`src/rtl/ring_arb_pkg.sv`:
```
// Shared types, default sizes and pick/encode helpers for the ring round-robin arbiter.
// Helpers work on a 16-bit maximum width; callers zero-extend and truncate with size casts.
package ring_arb_pkg;

    typedef enum logic {IDLE = 1'b0, BUSY = 1'b1} arb_state_t;

    localparam int ARB_N_DEF        = 4;
    localparam int ARB_MAX_HOLD_DEF = 8;
    localparam int ARB_N_MAX        = 16;

    function automatic logic [3:0] onehot_to_idx(input logic [ARB_N_MAX-1:0] oh);
        logic [3:0] idx;
        idx = '0;
        for (int i = 0; i < ARB_N_MAX; i++)
            if (oh[i]) idx |= 4'(i);
        return idx;
    endfunction

    // Lowest set request at or above the pointer bit, else wrap to lowest set request overall.
    function automatic logic [ARB_N_MAX-1:0] rr_pick(input logic [ARB_N_MAX-1:0] req,
                                                     input logic [ARB_N_MAX-1:0] ptr);
        logic [ARB_N_MAX-1:0] hi, src;
        hi  = req & ~(ptr - 16'd1);
        src = (hi != '0) ? hi : req;
        return src & (~src + 16'd1);
    endfunction

endpackage

```
`src/rtl/ring_pointer.sv`:
```
// One-hot priority pointer; on load it moves one position past the supplied winner.
module ring_pointer #(
    parameter int N = 4
) (
    input  logic         clk,
    input  logic         rst,
    input  logic         load,
    input  logic [N-1:0] next,
    output logic [N-1:0] ptr
);

    logic [N-1:0] ptr_q;

    always_ff @(posedge clk) begin
        if (rst)       ptr_q <= N'(1);
        else if (load) ptr_q <= {next[N-2:0], next[N-1]};
    end

    assign ptr = ptr_q;

endmodule

```
`src/rtl/ring_rr_arbiter.sv`:
```
// Round-robin arbiter with registered one-hot/encoded grant and ring priority pointer.
// Define RR_ARB_TIMEOUT_EN to add the hold counter that forces handover after MAX_HOLD cycles.
module ring_rr_arbiter
    import ring_arb_pkg::*;
#(
    parameter int N        = ARB_N_DEF,
    parameter int MAX_HOLD = ARB_MAX_HOLD_DEF
) (
    input  logic                 clk,
    input  logic                 rst,
    input  logic [N-1:0]         req,
    output logic [N-1:0]         gnt,
    output logic                 gnt_valid,
    output logic [$clog2(N)-1:0] gnt_id,
    output logic [N-1:0]         ptr,
    output logic                 preempt
);

    localparam int IDW = $clog2(N);

    if (N < 2 || N > ARB_N_MAX) begin : g_bad_n
        $error("ring_rr_arbiter: N out of range");
    end
    if (MAX_HOLD < 2) begin : g_bad_hold
        $error("ring_rr_arbiter: MAX_HOLD must be >= 2");
    end

    arb_state_t     state_q, state_d;
    logic [N-1:0]   gnt_q, gnt_d, others, win;
    logic [IDW-1:0] gnt_id_q, gnt_id_d;
    logic           gnt_valid_q;
    logic           load, owner_hold, timeout;

    always_comb begin
        // The current owner is masked out so it can never win its own handover.
        others     = req & ~gnt_q;
        win        = N'(rr_pick(16'(others), 16'(ptr)));
        owner_hold = |(req & gnt_q);
        state_d    = state_q;
        gnt_d      = gnt_q;
        load       = 1'b0;
        case (state_q)
            IDLE: begin
                if (|req) begin
                    gnt_d   = win;
                    load    = 1'b1;
                    state_d = BUSY;
                end
            end
            BUSY: begin
                if (!owner_hold || timeout) begin
                    if (|others) begin
                        gnt_d = win;
                        load  = 1'b1;
                    end else begin
                        gnt_d   = '0;
                        state_d = IDLE;
                    end
                end
            end
            default: begin
                gnt_d   = '0;
                state_d = IDLE;
            end
        endcase
        gnt_id_d = IDW'(onehot_to_idx(16'(gnt_d)));
    end

    always_ff @(posedge clk) begin
        if (rst) begin
            state_q     <= IDLE;
            gnt_q       <= '0;
            gnt_id_q    <= '0;
            gnt_valid_q <= 1'b0;
        end else begin
            state_q     <= state_d;
            gnt_q       <= gnt_d;
            gnt_id_q    <= gnt_id_d;
            gnt_valid_q <= |gnt_d;
        end
    end

`ifdef RR_ARB_TIMEOUT_EN
    localparam int CW = $clog2(MAX_HOLD);

    logic [CW-1:0] cnt_q, cnt_d;
    logic          preempt_q, preempt_d;

    always_comb begin
        timeout   = (cnt_q == CW'(MAX_HOLD - 1)) && (|others);
        // Only a revoke from a still-requesting owner counts as a preemption.
        preempt_d = (state_q == BUSY) && owner_hold && timeout;
        cnt_d     = cnt_q;
        if (load)
            cnt_d = '0;
        else if (state_q == BUSY && cnt_q != CW'(MAX_HOLD - 1))
            cnt_d = cnt_q + 1'b1;
    end

    always_ff @(posedge clk) begin
        if (rst) begin
            cnt_q     <= '0;
            preempt_q <= 1'b0;
        end else begin
            cnt_q     <= cnt_d;
            preempt_q <= preempt_d;
        end
    end

    assign preempt = preempt_q;
`else
    assign timeout = 1'b0;
    assign preempt = 1'b0;
`endif

    ring_pointer #(.N(N)) u_ptr (
        .clk  (clk),
        .rst  (rst),
        .load (load),
        .next (gnt_d),
        .ptr  (ptr)
    );

    assign gnt       = gnt_q;
    assign gnt_id    = gnt_id_q;
    assign gnt_valid = gnt_valid_q;

endmodule

```
`config.mk`:
```
export PLATFORM = sky130hd
export DESIGN_NAME = ring_rr_arbiter
export DESIGN_NICKNAME = d
export VERILOG_FILES = /design/src/rtl/ring_arb_pkg.sv /design/src/rtl/ring_pointer.sv /design/src/rtl/ring_rr_arbiter.sv
export SDC_FILE = /design/constraint.sdc
export NUM_CORES = 1
export LEC_CHECK = 0
export ABC_AREA = 1
export CORE_MARGIN = 8
export CORE_UTILIZATION = 53
export DETAILED_ROUTE_END_ITERATION = 6
export GPL_ROUTABILITY_DRIVEN = 0
export PLACE_DENSITY = 0.83
export SETUP_SLACK_MARGIN = 0.02
export SYNTH_ARGS = -nofsm -noshare
export SYNTH_HDL_FRONTEND = slang
export SYNTH_HIERARCHICAL = 1
export SYNTH_SLANG_ARGS = --single-unit
```
`constraint.sdc`:
```
create_clock -name clk -period 3.4 [get_ports clk]
set_input_delay 0.68 -clock clk [delete_from_list [all_inputs] [get_ports clk]]
set_output_delay 0.68 -clock clk [all_outputs]
set_load 0.005 [all_outputs]
```
==> impl_summary.md, run 1 <==
Route
The via density per instance is 5.036. The residual DRC count is 0. The wire length per cell after detailed routing is 11.54 um. After detailed routing, the total wire length is 1927 um. Summing over every cut layer, the via total after detailed routing is 841. The number of routed nets with antenna violations is 0. The iteration count of the initial detailed-routing pass is 4.

The first routing iteration left 13 violations.

Layout
Of the cells placed in the final design, the portion with a size suffix greater than 1 is 17.88%. The sequential cell area is 240.2 um^2. The multi-input combinational cells in the finished layout cover a total of 469.2 um^2. The design area is 0.001017 mm^2. The synthesis-to-finish area growth is 22.07%. The final-layout fill cell count is 138.

The core occupancy in the finished layout is 68.32%. The number of nets in the layout is 160. 0 antenna diodes ended up in the layout.

Synth
Of all cell types, the one taking the most synthesized area is dfxtp_1. The average size of a mapped cell is 6.219 um^2. The number of synthesized flops with an enable pin is 0.

The most repeated cell in the gate-level netlist after synthesis is nand2_1. The total number of yosys warnings is 6. Yosys attributes the largest share of cell area to dfxtp_1 29%, nand2_1 20%, inv_1 11%, nand2_2 6.8%, nor2_1 5.9%.

The synthesized netlist contains 21 unique library cells. The mapped netlist covers 833.3 um^2. After synthesis, the share of flip-flops with an asynchronous set or reset is 0%. Ranked by instance count, the synthesized netlist is headed by 44 x nand2_1, 25 x inv_1, 13 x nor2_1. The post-synth net total is 141.

The flip-flop and latch count after synthesis is 12. The post-synthesis sequential area ratio is 28.83%. In the synthesized netlist the dominant register cell turns out to be dfxtp_1. Synthesis produced 134 cells. The fraction of post-synthesis cell area in the top cell type by area is 28.83%.

Critical path
In this run the worst path has a maximum fanout of 11. On the critical path, the stage with the largest delay is an instance of clkdlybuf4s50_1. The kind of cell with the highest combined delay along the critical path is simple AND/OR/NAND/NOR gates. The critical path buffer and inverter count is 2.

The kind of critical path is input pin to flip-flop. Walking the worst path, the cells encountered are clkdlybuf4s50_1, nand2_1, nand2_1, nor2_1, nand3_1, nand2_2, nand3_1, nand2_1, inv_1, nand2_2, nand2_1, nor2_1. The worst setup path is launched from an input pin.

STA puts the critical path data required time at 3600 ps. Data on the critical path arrives at its endpoint at 2290 ps. The delay contributed by the slowest stage of the critical path is 510 ps.

In this design, the critical path's most frequently occurring cell is nand2_1. STA classifies the critical path endpoint as a flip-flop.

Floorplan
The die is 55.65 um wide. The core region is 0.001489 mm^2. The chip height is 55.65 um. After floorplanning, the core was divided into 14 placement rows. The number of placed I/O pins is 18.

The floorplan step defined a die boundary enclosing 0.003097 mm^2. The initial utilization of the core area, before any placement, comes to 55.97%.

STA
The portion of the clock cycle consumed by the worst path in the final layout is 61.50%. The worst path in the final design needs a cycle of 2091 ps, including I/O delays and setup. After routing, the total negative slack on setup checks comes to 0 ps. The final max-slew violation count is 0. The smallest hold slack is 515.5 ps. Setup repair after global routing left no endpoint under its margin. The number of hold violations in the final report came to 0. The final setup violation count is 0.

On the final layout, the worst clock skew is 2.564 ps. The maximum clock frequency is 478.3 MHz.

Power
The static leakage is 0.5595 nW. After layout, the design draws a total of 0.4854 mW. Power spread over the standard cell area amounts to 477.1 mW/mm^2. The maximum vdd ir drop is 361.2 uV.

Placement
The detailed placement HPWL is 1622 um. The placed instance area is 994.7 um^2. The count of buffers inserted at the top-level ports is 16.

Clock network
The insertion delay of the later-clocked pin in the worst-skew pair is 260 ps. The maximum clock path buffer count is 2. The hold buffer count at CTS is 0. The deepest level of the CTS H-tree is 1. Clock-pin slew was measured on the worst setup and hold paths at 60 ps.

The number of setup buffers added after CTS is 0. The number of CTS-inserted buffers is 3. The clock net in this run drives a total of 12 sinks.

The count of cells resized by post-cts repair is 0. The library cell used as clock root buffer is clkbuf_4. The TritonCTS clock tree is built.

Worst hold path
The min-delay analysis places its worst path in the category flip-flop to flip-flop.

Run status
The run finished with clean final reports.

GRT
The number of global-route vias before repair is 801. The overall routing resource usage is 12.62%. The largest net degree at the start of global routing is 12. The total congestion overflow is 0. The global-route wire length before repair is 3215 um. The initial antenna violation count is 0.

Run
Max-cap violations in this run came to 0.
[worst paths after layout]
path	from	end	slack, ps	cells after the start
worst max-delay path	req[1]	u_ptr/ptr[2]	1310	12
worst min-delay path	u_ptr/ptr[3]	u_ptr/ptr[3]	520	2
worst max register to register	u_ptr/ptr[0]	u_ptr/ptr[2]	1470	13
worst min register to register	u_ptr/ptr[3]	u_ptr/ptr[3]	520	2
[cell usage in the layout (no fill, tap or decap), types with 3 or more instances in the layout]
master | netlist | routed
inv_1 | 25 | 25
nand3_2 | 3 | 3
inv_2 | 3 | 3
dfxtp_1 | 12 | 12
nor2_1 | 13 | 13
nand2_2 | 9 | 9
nand2_1 | 44 | 44
clkbuf_4 | 0 | 3
nor2_2 | 3 | 3
nand3_1 | 8 | 8
nor2_4 | 3 | 3
clkdlybuf4s50_1 | 0 | 16
[through the flow]
stage                     std cells  worst slack, ps
after floorplan                 134             1719
after global placement          164             1049
after detailed placement        164             1044
after CTS                       167             1317
after global routing            167             1137
final                           167             1309
[sequential cells by signal, summed over array words and instances (netlist names)]
signal,cells
gnt_valid,1
gnt,4
gnt_id,2
state_q,1
u_ptr/ptr,4
[report_power, final]
group          internal, mW  switching, mW
clock                0.0409         0.0405
sequential            0.163         0.0203
combinational        0.0981          0.122
[kinds of logic after synthesis]
family,after synthesis,synth area share [%]
adder cells (fa/ha/maj),1,1.501
buffers and inverters,30,14.87
flip-flops,12,28.83
AO/OA/AOI/OAI,4,3.003
other,1,0.4500
AND/OR/NAND/NOR,86,51.35
[cell type report]
type                       instances  share of cell area [%]
multi-input combinational         92                   46.13
clock buffer                       3                   2.214
sequential                        12                   23.62
tap                               16                   1.968
timing repair buffer              16                   15.74
inverter                          28                   10.33
[routing by layer]
metal | global-route usage (%) | share of wire, % | up-vias | wire length (um)
li1 | - | - | 430 | -
met1 | 12.86 | 40 | 382 | 780
met2 | 21.31 | 50 | 19 | 960
met3 | 2.511 | 4.5 | 10 | 87
met4 | 10.92 | 5.1 | 0 | 99
met5 | 0 | 0 | - | 0
[worst register-to-register path, delay by kind of cell (launching register included)]
family                     cells  cell delay (ps)
and+or+nand+nor               10              890
adders and majority gates      1              350
buffers and inverters          2              150
DFF                            1              470
(Power assumes the default switching activity.)
==> run 2, diff against run 1 <==
--- a/config.mk
+++ b/config.mk
@@ -7,10 +7,10 @@
 export LEC_CHECK = 0
 export ABC_AREA = 1
 export CORE_MARGIN = 8
-export CORE_UTILIZATION = 53
+export CORE_UTILIZATION = 44
 export DETAILED_ROUTE_END_ITERATION = 6
 export GPL_ROUTABILITY_DRIVEN = 0
-export PLACE_DENSITY = 0.83
+export PLACE_DENSITY = 0.74
 export SETUP_SLACK_MARGIN = 0.02
 export SYNTH_ARGS = -nofsm -noshare
 export SYNTH_HDL_FRONTEND = slang
==> constraint.sdc (replaced) <==
create_clock -name clk -period 1.9 [get_ports clk]
set_input_delay 0.38 -clock clk [delete_from_list [all_inputs] [get_ports clk]]
set_output_delay 0.38 -clock clk [all_outputs]
set_load 0.005 [all_outputs]
==> run 2 against run 1 <==
First-iteration DRC count is 7.7% lower. Setup slack worse by 1100 ps. Hold slack worse by 0.58 ps. Non-clock buffer count is 7 higher. Critical path type is now flip-flop to flip-flop.
==> impl_summary.md, run 2 (same netlist as run 1, synthesis figures left out) <==
Run status
The run finished with clean final reports.

Route
Wires add up to 1845 um. The routed layout has 824 vias. After detailed routing, the number of vias per cell comes to 4.503. For this block, the initial DRC count from the detailed router was 12. The residual DRC count is 0.

The wire length per cell after detailed routing is 10.08 um. The detail route stage leaves a number of antenna-violating nets equal to 0. The iteration count of the initial detailed-routing pass is 4.

Layout
The most frequent standard cell in the layout excluding fill and tap cells is nand2_1. The share of layout cells above drive strength 1 is 22.15%. Measured on the finished design, the core utilization comes to 61.35%. Once layout is done, the placed cells without fillers occupy 0.001082 mm^2.

Relative to the synthesized area, the layout overhead comes to 29.88%. After filler insertion, the fill cell instance count of the layout stands at 194. In the layout the commonest cells are 44 x nand2_1, 25 x inv_1, 16 x clkdlybuf4s50_1.

The number of nets in the layout is 167. The number of antenna diodes in the final layout is 0. Once layout is complete, the cells apart from fillers number 183.

Power
The design draws 0.8863 mW. Dividing total power by cell area gives a power density of 818.9 mW/mm^2. For this design the static power due to leakage is 0.5928 nW. Across the VDD grid, the largest voltage drop is 618.9 uV.

Worst hold path
In this run the most critical hold path is launched from u_ptr/ptr[3]. The path with the worst hold slack has its endpoint at u_ptr/ptr[3]. The worst hold path stage count is 2. The path class of the tightest hold or removal check is flip-flop to flip-flop.

Critical path
The kind of critical path is flip-flop to flip-flop. The arrival time at the worst endpoint is 1920 ps. The kind of cell with the highest combined delay on the critical path is simple AND/OR/NAND/NOR gates.

The number of buffers and inverters on the critical path is 2. For this design, the slowest cell found on the critical path is dfxtp_1. In this run the register-to-register setup slack is 180 ps.

Along the worst path, the maximum fanout reaches 5. The path depth of the worst reg2reg path is 13. The worst setup path is captured at a flip-flop. The worst setup path is launched from a flip-flop. In this design, the stage delay of the slowest critical-path cell is 340 ps. Among the stages of the critical path, the cell type that occurs most often is nand2_2. The critical path goes through inv_2, ha_1, nand3_4, nand2_2, nor2_4, nand3_1, a21oi_1, nand2_1, nand2_2, inv_1, nand2_2, nand2_1, nor2_1.

STA puts the critical path data required time at 2100 ps. The startpoint identified for the worst register-to-register timing path is u_ptr/ptr[0]. The endpoint of the lowest-slack register-to-register path is u_ptr/ptr[3].

Placement
Counting tap cells, the placed design contains a total of 180 instances. Prior to clock tree synthesis, the placed netlist has a worst setup slack of -71.21 ps. The detailed placement HPWL is 1584 um. Port buffering added 16 buffers. Summing all placed instances gives a cell area of 0.001059 mm^2.

STA
Setup repair after global routing left no endpoint under its margin. The minimum period implied by the final worst setup slack is 1720 ps. The final worst clock skew is 2.426 ps. The number of hold violations in the final report is 0. The final max-slew violation count is 0. Setup violations remaining at the end of the flow were counted as 0. The maximum clock frequency is 581.4 MHz. Dividing the final minimum period by the clock period gives 90.52%.

Setup slack closes at 180.2 ps. The smallest hold slack is 514.9 ps. The setup total negative slack is 0 ps.

Clock network
In this run the number of H-tree levels came out at 1. The clock drives 12 sinks. The insertion delay of the later-clocked pin in the worst-skew pair is 260 ps. TritonCTS built the clock tree. The hold buffer count at CTS is 0. Counting along the longest clock path gives a buffer depth of 2. After clock tree synthesis, the repair step resized 0 gates. Clock tree synthesis inserted a total of 3 buffers.

The clock slew at the register clock pins of the worst setup and hold paths is 60 ps. The number of setup buffers added after CTS is 0. The library cell used as clock root buffer is clkbuf_4.

Run
The reported max-cap violation count is 0.

GRT
The global-route wire length before repair is 3139 um. The overall routing resource usage is 11.56%. The number of global-route vias before repair is 822. The total congestion overflow is 0. The initial antenna violation count came to 0. Entering global routing, the biggest net connects 9 pins.

Floorplan
The chip width is 59.52 um. The die footprint is 0.003543 mm^2. The starting density of the core is 47.23%. In this run the standard cell core region covers 0.001764 mm^2.

In this run the core area contains 15 standard-cell rows. The die is 59.52 um tall. During I/O placement, the number of pins put on the boundary was 18.
run 2: changes by cell type in the layout (fill, tap and decap cells not counted):
cell | previous run | this run
dfxtp_2 | 0 | 1
buf_4 | 0 | 7
dfxtp_1 | 12 | 11
run 2: worst reg2reg max path, delay by kind of cell (launching register included):
family | cells | cell delay (ps)
simple gates | 9 | 750
compound gates | 1 | 150
buf+inv | 2 | 110
fa+ha+maj | 1 | 330
flops | 1 | 340
run 2: final cells by class:
type	count	area [um^2]	area share, %
timing repair buffer	23	212.7	19.65
clock buffer	3	22.52	2.081
sequential	12	241.5	22.31
inverter	28	105.1	9.711
multi-input combinational	92	469.2	43.35
tap	25	31.28	2.890
run 2: layer usage:
metal	up-vias	part of all wire, %	global-route usage, %
met5	-	0	0
met4	0	2.0	8.503
met3	4	3.7	3.254
met2	13	50	19.57
met1	364	44	11.79
li1	443	-	-
run 2: worst max path at each step:
stage / startpoint / to / slack [ps] / depth (start not counted)
2_1_floorplan: u_ptr/ptr[0] / u_ptr/ptr[3] / 220 / 13
5_1_grt: u_ptr/ptr[0] / u_ptr/ptr[3] / 30 / 13
6_report: u_ptr/ptr[0] / u_ptr/ptr[3] / 180 / 13
3_5_place_dp: req[0] / u_ptr/ptr[2] / -70 / 14
4_1_cts: u_ptr/ptr[1] / u_ptr/ptr[2] / 140 / 13
3_3_place_gp: req[0] / u_ptr/ptr[2] / -20 / 14
run 2: where the power goes:
group / internal (mW) / switching, mW
Combinational: 0.196 / 0.222
Clock: 0.0731 / 0.0715
Sequential: 0.293 / 0.0305
Total: 0.562 / 0.324
==> run 3, diff against run 2 <==
--- a/config.mk
+++ b/config.mk
@@ -5,12 +5,11 @@
 export SDC_FILE = /design/constraint.sdc
 export NUM_CORES = 1
 export LEC_CHECK = 0
-export ABC_AREA = 1
 export CORE_MARGIN = 8
-export CORE_UTILIZATION = 44
+export CORE_UTILIZATION = 43
 export DETAILED_ROUTE_END_ITERATION = 6
 export GPL_ROUTABILITY_DRIVEN = 0
-export PLACE_DENSITY = 0.74
+export PLACE_DENSITY_LB_ADDON = 0.2
 export SETUP_SLACK_MARGIN = 0.02
 export SYNTH_ARGS = -nofsm -noshare
 export SYNTH_HDL_FRONTEND = slang
==> run 3 against run 2 <==
Non-clock buffer count grew 19. Total power grew 16%. Setup slack lost 150 ps. Utilization grew 11 points. Highest routed layer unchanged. Clock skew grew 0.90 ps. Fmax shrank 8.2%. Clock power grew 37%. Critical endpoint is now u_ptr/ptr[1]. Area after synthesis shrank 9.8%. Critical path type unchanged. Largest cell class unchanged. Sequential share of layout area shrank 2.2 points.
==> impl_summary.md, run 3 <==
Layout
The sequential cell area is 246.5 um^2. In the layout the commonest cells are 24 x buf_4, 12 x nor2_1, 12 x clkdlybuf4s50_1. 0 antenna diodes ended up in the layout. Summing all multi-input logic gate instances after layout gives 546.8 um^2. The share of layout cells above drive strength 1 is 38.06%. In the final design database the tool counted 142 nets.

The layout has 137 filler cells. Leaving out fill and tap cells, the most frequent cell in the layout is buf_4. The synthesis-to-finish area growth is 63.23%. For this run, the share of the core covered by cells in the final layout is 72.67%.

Synth
The total number of yosys warnings is 6. In this run the mean area of a mapped cell was 8.174 um^2. The async set-reset flop share out of synthesis is 0%. Sorting the synthesized cells by area gives the leading types as dfxtp_1 32%, nor2_1 7.0%, mux2i_1 5.3%, nand2b_1 4.2%, a21oi_1 4.0%. Counting flops with a built-in enable in the synthesized netlist gives 0. The most repeated cell in the gate-level netlist after synthesis is nor2_1. Counting flops and latches in the post-synthesis netlist gives 12.

When the netlist entered floorplanning its net count stood at 99. Synthesis instantiated 38 different standard cells from the library. The synthesized design devotes to its leading area cell type 31.95% of total area. dfxtp_1 takes more of the synthesized area than any other cell.

After synthesis the cells add up to 752.0 um^2. The commonest cells after synthesis are 14 x nor2_1, 12 x dfxtp_1, 6 x a21oi_1. The share of the Yosys chip area taken by registers is 31.95%. The most used flip-flop cell after synthesis is dfxtp_1. The number of standard cells after synthesis is 92.

Critical path
At the worst endpoint, the required time is 2040 ps. The critical path goes through buf_6, o31a_1, nor3_4, buf_6, nor2_2, a21oi_2, a211o_1, nand2_1, mux2i_1, nor2_1. The delay contributed by the slowest stage of the critical path is 330 ps.

Grouping stages by cell kind, the critical path spends the most delay in compound AO/OA/AOI/OAI gates. The path depth of the worst reg2reg path is 10. The register-to-register path setup slack is 30 ps. The sort of element at the end of the critical path is a flip-flop. The kind of critical path is flip-flop to flip-flop. Along the worst path, the maximum fanout reaches 4.

The launch instance of the worst register-to-register path is u_ptr/ptr[1]. For the worst setup path, the data arrival time is 2020 ps. The cell that appears most often on the critical path is buf_6.

The critical path contains buffers and inverters numbering 2 combined. The endpoint of the lowest-slack register-to-register path is u_ptr/ptr[1]. The kind of launch point of the worst setup path is a flip-flop. The standard cell with the maximum stage delay on the critical path is dfxtp_2.

Route
The detailed router finished its first iteration with 30 violations. Detailed routing inserted a total of 842 vias. The residual DRC count is 0.

The detailed route wirelength on metal3 is 119 um. The first detailed-routing pass took 4 iterations. The number of routed nets with antenna violations is 0. The wire length per cell after detailed routing is 14.95 um. The detailed-route wire length is 2257 um.

Using the TritonRoute via totals, the vias-per-cell ratio works out to 5.576. The highest metal layer used by the detailed router is met4. The wire length on met1 is 1003 um.

The met2 wirelength from detailed routing is 1105 um.

GRT
The number of global-route vias before repair was 847. The first global-routing pass estimated 3594 um of wire. Global routing finished with a remaining overflow of 0. The initial antenna violation count is 0. Entering global routing, the biggest net connects 13 pins. Across every metal layer, demand over resource in global routing totals 13.67%.

Run status
The flow ran to the end, and the final reports show no timing, DRC or antenna violations.

Clock network
The clock sink count is 12. Clock-pin slew was measured on the worst setup and hold paths at 70 ps. The number of CTS-inserted buffers is 3. No sink is reached through more buffers than the 2 on the longest clock path.

The library cell used as clock root buffer is clkbuf_4. CTS built an H-tree with a depth of 1. TritonCTS built the clock tree.

Clock latency on the worst-skew pair, taken at its later pin, is 270 ps.

Worst hold path
The type of the most critical hold path is flip-flop to flip-flop. The worst hold path terminates at gnt[0]. The worst hold path passes through 2 cells. The launch point of the worst hold path is gnt[0].

Run
The reported max-cap violation count is 0.

Floorplan
The chip height is 57.82 um. The area of the placeable core is 0.001689 mm^2. The row count is 15. Measured along the x axis, the die boundary spans 57.82 um. The starting density of the core is 44.52%. Pin placement for this block handled 18 I/O pins. The die covers 0.003343 mm^2.

Power
Power spread over the standard cell area amounts to 836.9 mW/mm^2. In this run the static leakage power is 0.5409 nW. The maximum vdd ir drop is 600.1 uV. The power consumption is 1.027 mW.

Placement
The HPWL after detailed placement is 1676 um. The count of buffers inserted at the top-level ports is 16.

STA
Setup repair after global routing could not meet its margin everywhere. Between clock sinks in the finished design, the worst skew comes to 3.326 ps. The number of hold violations in the final report is 0. The final setup violation count is 0.

After layout, the worst path uses 98.63% of the clock period. The minimum period implied by the final worst setup slack is 1874 ps. Based on the critical path, the design can be clocked at up to 533.6 MHz.

The final max-slew violation count came to 0.
[run 3: repair_timing]
action / CTS / global route
buffers inserted: 1 / 2
pin swaps: 6 / 6
resized for setup: 12 / 8
hold buffers: 0 / 0
setup endpoints to repair: 10 / 10
[run 3: worst max path at each step]
stage | to | slack [ps] | depth (start not counted) | from
finish | u_ptr/ptr[1] | 30 | 10 | u_ptr/ptr[1]
global placement | u_ptr/ptr[0] | -410 | 8 | req[2]
CTS | gnt_id[1] | 10 | 9 | u_ptr/ptr[0]
floorplan | u_ptr/ptr[3] | 30 | 10 | u_ptr/ptr[0]
global route | u_ptr/ptr[3] | -90 | 9 | u_ptr/ptr[1]
detailed placement | u_ptr/ptr[0] | -450 | 8 | req[2]
[run 3: area by class of cell]
class                   instances  area share, %
inverters                       5          1.529
clock buffers                   4          2.956
well taps                      17          1.733
multi-input cells              71          44.55
flip-flops and latches         12          20.08
repair buffers                 42          29.15
[run 3: routing by layer]
metal / global-route usage, % / vias up
met4: 8.741 / 0
li1: - / 410
met5: 0 / -
met1: 16.05 / 400
met3: 2.649 / 6
met2: 22.13 / 26
[run 3: cell families after synthesis]
kind of cell | count (synthesis) | share of synthesized area, %
buf+inv | 9 | 5.157
xor+xnor | 1 | 1.165
other cells | 1 | 0.4987
mux | 4 | 5.325
compound gates | 25 | 24.46
simple gates | 39 | 29.78
flops | 12 | 31.95
fa+ha+maj | 1 | 1.664
[run 3: power breakdown]
group          switching (mW)  total, mW  internal, mW  leakage (nW)
Combinational           0.225      0.504         0.279         0.420
Sequential             0.0367      0.325         0.288         0.100
Clock                  0.0816      0.198         0.116        0.0210
[run 3: per-stage QoR]
step / instance area [um^2] / hold slack, ps / cells / setup WS [ps] / TNS [ps]
CTS: 1187 / 561.2 / 149 / 14.03 / 0
global route: 1227 / 597.8 / 151 / -91.36 / -537.9
global placement: 1099 / 531.2 / 144 / -406.8 / -3324
floorplan: 764.5 / 445.0 / 92 / 27.25 / 0
detailed placement: 1099 / 552.0 / 144 / -454.4 / -3715
finish: 1227 / 557.2 / 151 / 26.07 / 0
[run 3: worst min-delay path, cell delays in order (launching register included)]
cell,delay (ps)
dfxtp_1,360
nand2_1,90
a21oi_1,60
